`src/rtl/lcm_pkg.sv`:
```
// Shared definitions for the sequential LCM engine: state encoding, latency
// bound and a reference gcd used by scoreboards.
package lcm_pkg;

    localparam int unsigned LCM_W       = 32;
    localparam int unsigned LCM_MAX_CYC = 6 * LCM_W + 3;

    typedef logic [2:0] lcm_state_t;
    localparam lcm_state_t S_IDLE = 3'd0;
    localparam lcm_state_t S_GCD  = 3'd1;
    localparam lcm_state_t S_DIV  = 3'd2;
    localparam lcm_state_t S_MUL  = 3'd3;
    localparam lcm_state_t S_DONE = 3'd4;

    // Euclid's algorithm; 2*W iterations covers the worst (Fibonacci) case.
    function automatic logic [LCM_W-1:0] ref_gcd(input logic [LCM_W-1:0] a,
                                                 input logic [LCM_W-1:0] b);
        logic [LCM_W-1:0] x, y, t;
        x = a;
        y = b;
        for (int i = 0; i < 2 * LCM_W; i++) begin
            if (y != '0) begin
                t = x % y;
                x = y;
                y = t;
            end
        end
        return x;
    endfunction

endpackage

```
`src/rtl/lcm_seq_if.sv`:
```
// Operand/result handshake bundle for the LCM engine.
interface lcm_seq_if #(parameter int W = 32);
    logic           in_valid;
    logic           in_ready;
    logic [W-1:0]   a;
    logic [W-1:0]   b;
    logic           out_valid;
    logic           out_ready;
    logic [W-1:0]   gcd;
    logic [2*W-1:0] lcm;

    modport master (output in_valid, a, b, out_ready,
                    input  in_ready, out_valid, gcd, lcm);
    modport slave  (input  in_valid, a, b, out_ready,
                    output in_ready, out_valid, gcd, lcm);
endinterface

```
`src/rtl/lcm_binary_gcd.sv`:
```
// Iterative binary (Stein) gcd: one step per cycle after start_i, done_o is
// high while the result on gcd_o is valid. Operands must be nonzero.
module lcm_binary_gcd #(
    parameter int W = 32
) (
    input  logic         clk,
    input  logic         rst_n,
    input  logic         start_i,
    input  logic [W-1:0] a_i,
    input  logic [W-1:0] b_i,
    output logic         done_o,
    output logic [W-1:0] gcd_o
);
    localparam int KW = $clog2(W);

    logic [W-1:0]  x_q, x_d, y_q, y_d;
    logic [KW-1:0] k_q, k_d;
    logic          busy_q, busy_d;

    always_comb begin
        x_d    = x_q;
        y_d    = y_q;
        k_d    = k_q;
        busy_d = busy_q;
        if (start_i) begin
            x_d    = a_i;
            y_d    = b_i;
            k_d    = '0;
            busy_d = 1'b1;
        end else if (busy_q) begin
            if (x_q == y_q) begin
                busy_d = 1'b0;
            end else begin
                unique case ({x_q[0], y_q[0]})
                    2'b00: begin
                        x_d = x_q >> 1;
                        y_d = y_q >> 1;
                        k_d = k_q + 1'b1;
                    end
                    2'b01:   x_d = x_q >> 1;
                    2'b10:   y_d = y_q >> 1;
                    default: begin
                        // Both odd: comparator picks the order so no underflow.
                        if (x_q > y_q) x_d = x_q - y_q;
                        else           y_d = y_q - x_q;
                    end
                endcase
            end
        end
    end

    always_ff @(posedge clk or negedge rst_n) begin
        if (!rst_n) begin
            x_q    <= '0;
            y_q    <= '0;
            k_q    <= '0;
            busy_q <= 1'b0;
        end else begin
            x_q    <= x_d;
            y_q    <= y_d;
            k_q    <= k_d;
            busy_q <= busy_d;
        end
    end

    assign done_o = busy_q && (x_q == y_q);
    assign gcd_o  = x_q << k_q;

endmodule

```
`src/rtl/lcm_seq.sv`:
```
// Sequential LCM engine: Stein gcd, then a/g by restoring division and
// (a/g)*b by shift-add, both on one shared shift register and adder.
module lcm_seq
    import lcm_pkg::*;
#(
    parameter int W = 32
) (
    input  logic      clk,
    input  logic      rst_n,
    lcm_seq_if.slave  bus
);
    localparam int              CW       = $clog2(W);
    localparam logic [CW-1:0]   CNT_LAST = CW'(W - 1);

    lcm_state_t       state_q, state_d;
    logic [W-1:0]     a_q, a_d, b_q, b_d, g_q, g_d;
    logic [W-1:0]     sh_q, sh_d, rem_q, rem_d;
    logic [CW-1:0]    cnt_q, cnt_d;
    logic [W-1:0]     gcd_q, gcd_d;
    logic [2*W-1:0]   lcm_q, lcm_d;
    logic             rdy_q;

    logic             in_fire, gcd_start, gcd_done;
    logic [W-1:0]     gcd_res;
    logic [W:0]       trial, add_a, add_b, sum;
    logic             add_ci, ge;

    assign in_fire   = bus.in_valid && bus.in_ready;
    assign gcd_start = in_fire && (bus.a != '0) && (bus.b != '0);

    lcm_binary_gcd #(.W(W)) u_gcd (
        .clk     (clk),
        .rst_n   (rst_n),
        .start_i (gcd_start),
        .a_i     (bus.a),
        .b_i     (bus.b),
        .done_o  (gcd_done),
        .gcd_o   (gcd_res)
    );

    // DIV: rem:sh shifts left, trial subtract of g. MUL: rem:sh is the
    // product register, sh holds the quotient multiplier and shifts right.
    always_comb begin
        trial = {rem_q, sh_q[W-1]};
        ge    = trial >= {1'b0, g_q};
        if (state_q == S_DIV) begin
            add_a  = trial;
            add_b  = ~{1'b0, g_q};
            add_ci = 1'b1;
        end else begin
            add_a  = {1'b0, rem_q};
            add_b  = sh_q[0] ? {1'b0, b_q} : '0;
            add_ci = 1'b0;
        end
        sum = add_a + add_b + {{W{1'b0}}, add_ci};
    end

    always_comb begin
        state_d = state_q;
        a_d     = a_q;
        b_d     = b_q;
        g_d     = g_q;
        sh_d    = sh_q;
        rem_d   = rem_q;
        cnt_d   = cnt_q;
        gcd_d   = gcd_q;
        lcm_d   = lcm_q;
        case (state_q)
            S_IDLE: if (in_fire) begin
                a_d = bus.a;
                b_d = bus.b;
                if (bus.a == '0 || bus.b == '0) begin
                    gcd_d   = bus.a | bus.b;
                    lcm_d   = '0;
                    state_d = S_DONE;
                end else begin
                    state_d = S_GCD;
                end
            end
            S_GCD: if (gcd_done) begin
                g_d     = gcd_res;
                sh_d    = a_q;
                rem_d   = '0;
                cnt_d   = '0;
                state_d = S_DIV;
            end
            S_DIV: begin
                sh_d  = {sh_q[W-2:0], ge};
                rem_d = ge ? sum[W-1:0] : trial[W-1:0];
                cnt_d = cnt_q + 1'b1;
                if (cnt_q == CNT_LAST) begin
                    rem_d   = '0;
                    state_d = S_MUL;
                end
            end
            S_MUL: begin
                rem_d = sum[W:1];
                sh_d  = {sum[0], sh_q[W-1:1]};
                cnt_d = cnt_q + 1'b1;
                if (cnt_q == CNT_LAST) begin
                    gcd_d   = g_q;
                    lcm_d   = {sum[W:1], sum[0], sh_q[W-1:1]};
                    state_d = S_DONE;
                end
            end
            S_DONE: if (bus.out_ready) state_d = S_IDLE;
            default: state_d = S_IDLE;
        endcase
    end

    always_ff @(posedge clk or negedge rst_n) begin
        if (!rst_n) begin
            state_q <= S_IDLE;
            a_q     <= '0;
            b_q     <= '0;
            g_q     <= '0;
            sh_q    <= '0;
            rem_q   <= '0;
            cnt_q   <= '0;
            gcd_q   <= '0;
            lcm_q   <= '0;
            rdy_q   <= 1'b0;
        end else begin
            state_q <= state_d;
            a_q     <= a_d;
            b_q     <= b_d;
            g_q     <= g_d;
            sh_q    <= sh_d;
            rem_q   <= rem_d;
            cnt_q   <= cnt_d;
            gcd_q   <= gcd_d;
            lcm_q   <= lcm_d;
            // Keeps in_ready low until the first edge after reset release.
            rdy_q   <= 1'b1;
        end
    end

    assign bus.in_ready  = rdy_q && (state_q == S_IDLE);
    assign bus.out_valid = (state_q == S_DONE);
    assign bus.gcd       = gcd_q;
    assign bus.lcm       = lcm_q;

endmodule

```
`src/flat_wrapper.sv`:
```
// flat-port wrapper written by rule: the top's interface ports become plain ports
module lcm_seq_flat import lcm_pkg::*;
#(
    parameter int W = 32
)
  (clk, rst_n, bus_in_valid, bus_a, bus_b, bus_out_ready, bus_in_ready, bus_out_valid, bus_gcd, bus_lcm);
  lcm_seq_if #(.W(W)) bus_i ();
  input  logic clk;
  input  logic rst_n;
  input wire logic [$bits(bus_i.in_valid)-1:0] bus_in_valid;
  input wire logic [$bits(bus_i.a)-1:0] bus_a;
  input wire logic [$bits(bus_i.b)-1:0] bus_b;
  input wire logic [$bits(bus_i.out_ready)-1:0] bus_out_ready;
  output wire logic [$bits(bus_i.in_ready)-1:0] bus_in_ready;
  output wire logic [$bits(bus_i.out_valid)-1:0] bus_out_valid;
  output wire logic [$bits(bus_i.gcd)-1:0] bus_gcd;
  output wire logic [$bits(bus_i.lcm)-1:0] bus_lcm;
  assign bus_i.in_valid = bus_in_valid;
  assign bus_i.a = bus_a;
  assign bus_i.b = bus_b;
  assign bus_i.out_ready = bus_out_ready;
  assign bus_in_ready = bus_i.in_ready;
  assign bus_out_valid = bus_i.out_valid;
  assign bus_gcd = bus_i.gcd;
  assign bus_lcm = bus_i.lcm;
  lcm_seq #(.W(W)) u_core (.clk(clk), .rst_n(rst_n), .bus(bus_i));
endmodule
```
`config.mk`:
```
export PLATFORM = sky130hd
export DESIGN_NAME = lcm_seq_flat
export DESIGN_NICKNAME = d
export VERILOG_FILES = /design/src/rtl/lcm_pkg.sv /design/src/rtl/lcm_seq_if.sv /design/src/rtl/lcm_binary_gcd.sv /design/src/rtl/lcm_seq.sv /design/src/flat_wrapper.sv
export SDC_FILE = /design/constraint.sdc
export NUM_CORES = 1
export LEC_CHECK = 0
export ABC_CLOCK_PERIOD_IN_PS = 6000
export CAP_MARGIN = 20
export CORE_ASPECT_RATIO = 1.5
export CORE_UTILIZATION = 34
export CTS_CLUSTER_DIAMETER = 150
export DETAILED_ROUTE_END_ITERATION = 12
export PLACE_DENSITY = 0.57
export SYNTH_ARGS = -nofsm -noshare
export SYNTH_HDL_FRONTEND = slang
export SYNTH_SLANG_ARGS = --single-unit
```
`constraint.sdc`:
```
create_clock -name clk -period 6 [get_ports clk]
set_input_delay 1.2 -clock clk [delete_from_list [all_inputs] [get_ports clk]]
set_output_delay 1.2 -clock clk [all_outputs]
set_load 0.005 [all_outputs]
```
# Word-level counts from Yosys, hierarchy flattened
# Index checks and enable logic that the tools add are counted.
# totals
ff_bits	335
inputBits	68
output_inout_bits	98
word_cells	117
# op_classes
n_addsub	6
n_lt_le_gt_ge	2
n_eq_ne	18
shifts	1
n_mux	44
n_bitwise	2
reduce_logical	30
# ops
operator	count
$mux W32	16
$mux W64	3
$pmux W32 S2	3
$pmux W32 S3	2
$pmux W64 S2	1
$mux W33	2
$logic_not A32 Y1	2
$reduce_bool A32 Y1	2
$sub A32 B32 Y32	2
$add A33 B1 Y33	1
$add A33 B33 Y33	1
$ge A33 B32 Y1	1
$not A32 Y33	1
$eq A32 B32 Y1	1
$gt A32 B32 Y1	1
$or A32 B32 Y32	1
$shl A32 B5 Y32	1
$mux W5	5
$mux W3	6
$pmux W3 S5	1
$ne A2 B1 Y1 const B	7
$reduce_and A4 Y1	3
$add A5 B1 Y5 const B	2
$pmux W5 S2	1
other kinds (19)	37

# Depth between registers and ports, before layout
# Gate-level depths: netlist of run 1.
# depth
word_depth	7
mapped_depth	20
depth_no_buf	16

# By module
# A second synthesis of run 1 with hierarchy kept.
# unflattened
hier_cells	2783
area_unflattened_um2	23526.3
# modules_own_cells
module	n_inst	cells_per_inst	area_each_um2	seq_area_each_um2
lcm_seq	1	1525	14510.2	6631.4
lcm_binary_gcd	1	1258	9016.1	1751.7

# Worst setup path after synthesis of run 1
# OpenSTA, ideal clock, no wires.
# synth_timing
path_type	flip-flop to flip-flop
startpoint	register u_core.state_q[1]
endpoint	register u_core.rem_q[31]
setup_ps	126
t_arrival_ps	4261
required_time_ps	5874
setup_slack_ps	1613
stages_incl_launch_ff	21
n_path_buf	5
synth_period_minus_slack_ps	4387
path_cell_list	dfrtp_1 -> buf_2 -> nor2b_1 -> clkbuf_1 -> nand2b_1 -> clkbuf_1 -> clkbuf_1 -> clkbuf_1 -> a31oi_1 -> fa_1 -> inv_1 -> fa_1 -> a21o_1 -> a221oi_2 -> o31ai_1 -> a21bo_1 -> o21a_1 -> a41oi_2 -> o21bai_1 -> a21o_1 -> a221o_1
# synth_between
elab_chain_cells	7
word_cells_on_any_way	14
cone_classes	add/sub (2); eq/ne (4); mux (6); reduce/logical (2)
# synth_rtl
item	line_no	source
from (decl)	lcm_seq.sv:15	lcm_state_t state_q, state_d;
from (signal assigned)	lcm_seq.sv:124	state_q <= state_d;
$eq A3 B2 Y1	lcm_seq.sv:46, lcm_seq.sv:68	
$mux W33	lcm_seq.sv:46	if (state_q == S_DIV) begin
$add A33 B33 Y33	lcm_seq.sv:55	sum = add_a + add_b + {{W{1'b0}}, add_ci};
$add A33 B1 Y33	lcm_seq.sv:55	
$mux W32	lcm_seq.sv:89	rem_d = ge ? sum[W-1:0] : trial[W-1:0];
$mux W32	lcm_seq.sv:91	if (cnt_q == CNT_LAST) begin
$pmux W32 S3	lcm_seq.sv:68	case (state_q)
to (signal assigned)	lcm_seq.sv:129	rem_q <= rem_d;
to (decl)	lcm_seq.sv:17	logic [W-1:0] sh_q, sh_d, rem_q, rem_d;
# Several ways; a longest one is shown, not always the timed one.
# A chain may end at the register's enable or synchronous reset.

# Final worst setup path of run 1
# layout_timing
startpoint	register u_core.state_q[1]
endpoint	register u_core.rem_q[26]
# Same word-level chain as after synthesis.

==> results of run 1 <==
==> worst paths after layout <==
check | end | cells after the start
worst min-delay path | u_core.bus.lcm[46]$_DFFE_PN0P_ | 2
worst max register to register | u_core.rem_q[26]$_DFFE_PN0P_ | 15
worst max-delay path | u_core.rem_q[26]$_DFFE_PN0P_ | 15
worst min register to register | u_core.bus.lcm[46]$_DFFE_PN0P_ | 2
min in group asynchronous | u_core.bus.lcm[21]$_DFFE_PN0P_ | 1
max in group asynchronous | u_core.u_gcd.k_q[0]$_DFFE_PN0P_ | 2
==> layout by cell type (no fill, tap or decap), types with 46 or more instances in the layout <==
cell	synthesis	routed
o22ai_1	46	46
mux2_2	102	102
o21ai_0	275	275
a21oi_1	191	191
ha_1	130	130
dfrtp_1	335	333
nand2_1	313	312
inv_1	123	123
nor2_1	147	142
nand3_1	60	60
a22o_1	61	61
mux2i_1	72	72
clkdlybuf4s50_1	0	164
xnor2_1	51	51
==> area by class of cell <==
class | instances | area, um^2 | share of cell area
Clock buffer | 49 | 1050 | 0.0395
Multi-Input combinational cell | 1978 | 13400 | 0.506
Timing Repair Buffer | 211 | 2030 | 0.0762
Tap cell | 885 | 1110 | 0.0416
Clock inverter | 14 | 104 | 0.00390
Antenna cell | 3 | 7.51 | 0.000282
Inverter | 125 | 469 | 0.0176
Sequential cell | 335 | 8390 | 0.315
==> cells by family (layout without fill, tap and decap cells) <==
group,after synthesis,count (layout),share of synthesized area
muxes,194,194,0.101
other,1,4,0.000163
xor gates and xnor gates,78,78,0.0297
DFF,335,335,0.364
and+or+nand+nor,717,717,0.142
adders and majority gates,134,134,0.0742
AOI/OAI and AO/OA,854,854,0.235
buffers and inverters,311,399,0.0536
==> synthesized netlist by cell type (all sizes together) (60+ instances only) <==
master / instances / share of area
a22o: 61 / 0.023
a21oi: 191 / 0.042
clkbuf: 132 / 0.022
o21ai: 280 / 0.061
ha: 130 / 0.071
nand3: 60 / 0.013
dfrtp: 335 / 0.36
inv: 124 / 0.020
nand2: 314 / 0.051
nor2: 147 / 0.024
mux2i: 72 / 0.031
mux2: 102 / 0.050
==> registers in the layout, indices dropped and copies added (netlist names) <==
register             count
u_core.a_q              32
u_core.u_gcd.k_q         5
u_core.b_q              32
u_core.rem_q            32
u_core.bus.gcd          32
u_core.u_gcd.busy_q      1
u_core.cnt_q             5
u_core.state_q           3
u_core.g_q              32
u_core.bus.lcm          64
u_core.rdy_q             1
u_core.sh_q             32
u_core.u_gcd.x_q        32
u_core.u_gcd.y_q        32
==> per-layer routing <==
metal  share of wire  wire [um]
met3           0.042       3530
met1            0.40      33800
met2            0.51      43100
met4           0.052       4440
met5         0.00014         12
==> power groups by stage <==
stage / clock, mW / combinational (mW) / sequential, mW
floorplan: 0 / 5.95 / 3.05
global placement: 0 / 7.91 / 3.36
detailed placement: 0 / 7.93 / 3.38
CTS: 2.30 / 7.96 / 3.33
global route: 2.37 / 8.77 / 3.40
finish: 2.25 / 8.04 / 3.35
==> stage by stage <==
stage	area, um^2	hold slack (ns)	cells	worst slack [ns]
2_1_floorplan	23000	0.443	2624	1.61
3_3_place_gp	25400	0.467	3533	1.03
3_5_place_dp	25400	0.470	3533	0.905
4_1_cts	26600	0.484	3596	0.919
5_1_grt	26600	0.498	3599	0.471
6_report	26600	0.482	3600	0.927
==> worst max-delay path, stage by stage (launching register included) <==
cell and delay (ns):
dfrtp_1 0.55, nor2b_1 0.63, nand2b_4 0.50, a31oi_1 0.39
fa_1 0.25, inv_1 0.08, fa_1 0.42, a21o_1 0.23
a221oi_2 0.37, o31ai_1 0.18, a21bo_1 0.26, o21a_1 0.29
a41oi_2 0.22, xor2_1 0.27, nor2_1 0.08, a211o_1 0.27
==> metrics.md, run 1 <==
| Metric | Value |
|---|---|
| CTS sink count | `around 340` |
| Max Fclk | `about 0.20 GHz` |
| Crit path max fanout | `between 50 and 60` |
| # nets final | `2888` |
| R2r startpoint | `u_core.state_q[1]$_DFFE_PN0P_` |
| Tcrit/Tclk final | `0.845` |
| Core area | `between 60000 and 70000 um^2` |
| Max-Cap Viols | `0` |
| Vias in the first global route | `20800` |
| Clk buf depth | `3` |
| CTS tree | `yes` |
| Final setup fails | `0` |
| Share of cells above drive strength 1 | `0.0981` |
| Pint | `around 7.1 mW` |
| Total gr overflow | `0` |
| Power Dens Cells | `about 510 nW/um^2` |
| Syn. warnings | `0` |
| Die Span Y | `roughly 320 um` |
| Clock latency on the worst-skew pair | `between 0.5 and 0.6 ns` |
| DP HPWL | `between 60 and 70 mm` |
| Met3 Use GR | `0.0198` |
| Async SR Flop Fraction | `1.00` |
| Synth Instances | `between 2000 and 3000` |
| Synthesis-stage register bit count | `between 300 and 400` |
| Startpoint Class | `flop` |
| Clk pwr share | `0.165` |
| CTS Buf Count | `35` |
| First-pass GRT wire length | `about 130 mm` |
| Switching pwr | `6.54 mW` |
| R2r setup slk | `0.93 ns` |
| EDFF count, synth | `0` |
| Synth-to-Final Area Change | `15.6%` |
| Slew Limit Headroom | `0.246` |
| Initial antenna violation count | `5` |
| PostCTS Resize Cnt | `0` |
| Lkg Pwr | `roughly 12 nW` |
| Pre-antenna DRT Iters | `7` |
| Worst Skew | `about 0.028 ns` |
| # port buffers | `165` |
| Unrepaired setup endpoints after global routing | `no` |
| GRT Util Overall | `0.244` |
| H-tree Lvls | `2` |
| Crit path capture type | `flop` |
| Largest net degree at the start of global routing | `~140` |
| Clock root buffer master | `clkbuf_16` |
| Pwr Total | `13.6 mW` |
| Comb pwr share | `0.589` |
| GPL Wtd Cong | `approximately 0.95` |
| Crit path from | `u_core.state_q[1]$_DFFE_PN0P_` |
| GRT busiest layer | `met2` |
| IO Count | `166` |
| Fin. max-slew vios | `0` |
| Final Critical Period | `~5 ns` |
| Synth Cell Area | `between 20000 and 25000 um^2` |
| Hold-fix buffers, CTS | `0` |
| Post-CTS Setup Repair Bufs | `0` |
| Final Hold Viols | `0` |
| WP data required | `roughly 6.4 ns` |
| HP Start | `u_core.bus.lcm[46]$_DFFE_PN0P_` |
| Critical Path AT | `5.51 ns` |
| Initial Util | `0.345` |
| Post-detailed-route count of antenna-violating nets | `0` |
| TNS Setup | `0 ns` |
| Syn avg cell area | `about 8.8 um^2` |
| Fillers | `about 6800` |
| Reg clk slew, reported paths | `around 0.06 ns` |
| Area of the die | `around 69000 um^2` |
| Dominant synthesized flop cell | `dfrtp_1` |
| Vias per std cell | `around 5.8` |
| Iter 0 DRT Violations | `roughly 1600` |
| Register area share after synthesis | `0.364` |
| DRC | `0` |
| Die W | `about 210 um` |
| Grt met2 use | `0.439` |
| Outcome | `complete, no violations` |
| HP Class | `flop to flop` |
| Post-synth net total | `roughly 2800` |
| Drt total wl | `between 80 and 90 mm` |
| Reg power frac | `0.246` |
| Met1 usage | `0.289` |
| Worst-margin pin slew | `1.12 ns` |
| Netlist cell types | `just over 80` |
| End-of-flow core utilization | `0.398` |
| Wire per inst | `~24 um` |
| Sw Share | `0.480` |
| Row count | `approximately 120` |
| Peak supply drop | `roughly 280 uV` |
| Vias | `a little over 20000` |
| Setup CP Type | `flop to flop` |
Note: power is estimated with default switching activity, not from simulation.
==> run 2, diff against run 1 <==
- ABC_CLOCK_PERIOD_IN_PS: 6000 -> 4800
- clock period: 6 -> 4.8 ns (I/O delays scaled with it)
==> run 2 against run 1 <==
Effect of this change: final area increased by 1.8%; sequential cell count unchanged; critical endpoint unchanged; global-route usage increased by 0.43 points.
==> metrics.md, run 2 (same netlist as run 1, synthesis figures left out) <==
| Metric | Value |
|---|---|
| Outcome | `complete, no violations` |
| CTS tree | `yes` |
| Initial antenna violation count | `2` |
| Max reg flops | `64` |
| Vias per std cell | `between 5 and 6` |
| Reg power frac | `0.244` |
| Crit path from | `u_core.state_q[1]$_DFFE_PN0P_` |
| Worst-margin pin slew | `1.08 ns` |
| Area of the die | `approximately 69000 um^2` |
| H-tree Lvls | `2` |
| R2r startpoint | `u_core.state_q[1]$_DFFE_PN0P_` |
| Clock latency on the worst-skew pair | `~0.58 ns` |
| Core area | `around 67000 um^2` |
| CTS sink count | `roughly 340` |
| GPL Wtd Cong | `about 0.94` |
| Tcrit/Tclk final | `0.889` |
| Total gr overflow | `0` |
| Post-detailed-route count of antenna-violating nets | `0` |
| IO Count | `roughly 170` |
| Share of cells above drive strength 1 | `0.115` |
| End-of-flow core utilization | `0.406` |
| Largest net degree at the start of global routing | `130` |
| Worst Skew | `approximately 0.019 ns` |
| Final Critical Period | `between 4 and 5 ns` |
| Worst stage delay on the critical path | `about 0.4 ns` |
| Reg clk slew, reported paths | `0.07 ns` |
| Min Hold Slack | `~0.23 ns` |
| Critical Path AT | `around 4.7 ns` |
| Final setup fails | `0` |
| HP Class | `input port to async pin` |
| Wire per inst | `approximately 23 um` |
| Synth-to-Final Area Change | `17.7%` |
| Most frequent cells in the layout | `dfrtp_1, nand2_1, o21ai_0, a21oi_1, clkdlybuf4s50_1` |
| Initial Util | `0.345` |
| Max Fclk | `roughly 0.23 GHz` |
| Pint | `approximately 9.1 mW` |
| Crit path max fanout | `31` |
| Post-layout instance area | `about 27000 um^2` |
| Clk pwr share | `0.176` |
| Setup CP Type | `flop to flop` |
| Final Hold Viols | `0` |
| Clk buf depth | `3` |
| Switching pwr | `8.21 mW` |
| Row count | `about 120` |
| Pre-antenna DRT Iters | `8` |
| Critical path, cell by cell | `nor2b_1, nand2b_4, buf_4, mux2_2, ha_1, a21o_1, a221oi_2, o31ai_1, a21bo_1, o21a_1, a41oi_2, xor2_1, nor2_1, a211o_1` |
| Fin. max-slew vios | `0` |
| Startpoint Class | `flop` |
| Pwr Total | `~17 mW` |
| Hold-fix buffers, CTS | `0` |
| Vias in the first global route | `20900` |
| Slew Limit Headroom | `0.277` |
| Max-Cap Viols | `0` |
| Lkg Pwr | `between 10 and 15 nW` |
| Sw Share | `0.474` |
| Area occupied by multi-input gates | `13400 um^2` |
| First-pass GRT wire length | `roughly 130 mm` |
| # nets final | `2938` |
| Die W | `roughly 210 um` |
| PostCTS Resize Cnt | `0` |
| Register area | `approximately 8400 um^2` |
| Unrepaired setup endpoints after global routing | `no` |
| Vias | `about 21000` |
| Power Dens Cells | `around 640 nW/um^2` |
| # port buffers | `between 150 and 200` |
| Comb pwr share | `0.580` |
| Crit path max-delay cell type | `a221oi_2` |
| Crit path capture type | `flop` |
| Iter 0 DRT Violations | `between 1500 and 2000` |
| DRC | `0` |
| WP data required | `5.25 ns` |
| Post-CTS Setup Repair Bufs | `0` |
| Clock root buffer master | `clkbuf_16` |
| Area after DPL | `25800 um^2` |
| TNS Setup | `0 ns` |
| Fillers | `about 6700` |
| Commonest non-fill, non-tap cell in the layout | `dfrtp_1` |
| Die Span Y | `approximately 320 um` |
| CTS Buf Count | `36` |
| Peak supply drop | `320 uV` |
| Drt total wl | `~86 mm` |
| GRT Util Overall | `0.248` |
| DP HPWL | `~66 mm` |
-- run 2: changes by cell type in the layout (fill, tap and decap cells not counted), sizes merged --
cell      previous run  this run
buf                 47        96
bufinv               1         5
clkbuf              49        45
inv                124       126
clkinvlp             2         3
diode                3         2
-- run 2: per-stage QoR --
step,setup WS [ns],instances
floorplan,0.413,2624
global placement,0.0880,3582
detailed placement,0.0501,3582
CTS,0.536,3648
global route,0.253,3649
finish,0.533,3651
-- run 2: final timing paths --
kind                                                        end  slack [ns]  cells past startpoint
worst max-delay path               u_core.rem_q[26]$_DFFE_PN0P_        0.53                     14
worst min-delay path            u_core.u_gcd.x_q[5]$_DFFE_PN0P_        0.23                      1
worst max register to register     u_core.rem_q[26]$_DFFE_PN0P_        0.53                     14
worst min register to register   u_core.bus.lcm[61]$_DFFE_PN0P_        0.48                      2
max in group asynchronous            u_core.b_q[28]$_DFFE_PN0P_        3.49                      2
min in group clk                 u_core.bus.lcm[61]$_DFFE_PN0P_        0.48                      2
-- run 2: power groups by stage --
stage | Combinational (mW) | Clock, mW | Sequential (mW)
after floorplan | 7.44 | 0 | 3.82
after global placement | 9.86 | 0 | 4.22
after detailed placement | 9.88 | 0 | 4.24
after CTS | 9.93 | 3.11 | 4.19
after global routing | 11.0 | 3.19 | 4.29
final | 10.1 | 3.05 | 4.22
-- run 2: worst max-delay path, delay by kind of cell (launching register included) --
| family | cells | cell delay [ns] |
|---|---|---|
| compound gates | 7 | 1.93 |
| xor+xnor | 1 | 0.28 |
| fa+ha+maj | 1 | 0.36 |
| buf+inv | 1 | 0.38 |
| flops | 1 | 0.38 |
| mux | 1 | 0.38 |
| simple gates | 3 | 0.41 |
-- run 2: area by class of cell --
type	count	area share
Multi-Input combinational cell	1978	0.496
Sequential cell	335	0.310
Timing Repair Buffer	260	0.0892
Tap cell	885	0.0409
Clock buffer	45	0.0368
Inverter	125	0.0173
Clock inverter	21	0.00961
Antenna cell	2	0.000185
-- run 2: per-layer routing --
metal	GRT usage	routed length, um	vias to the layer above
met5	0	0	-
met4	0.155	5820	0
met3	0.0304	3570	197
met2	0.434	42400	616
met1	0.288	34000	10200
li1	-	-	9768
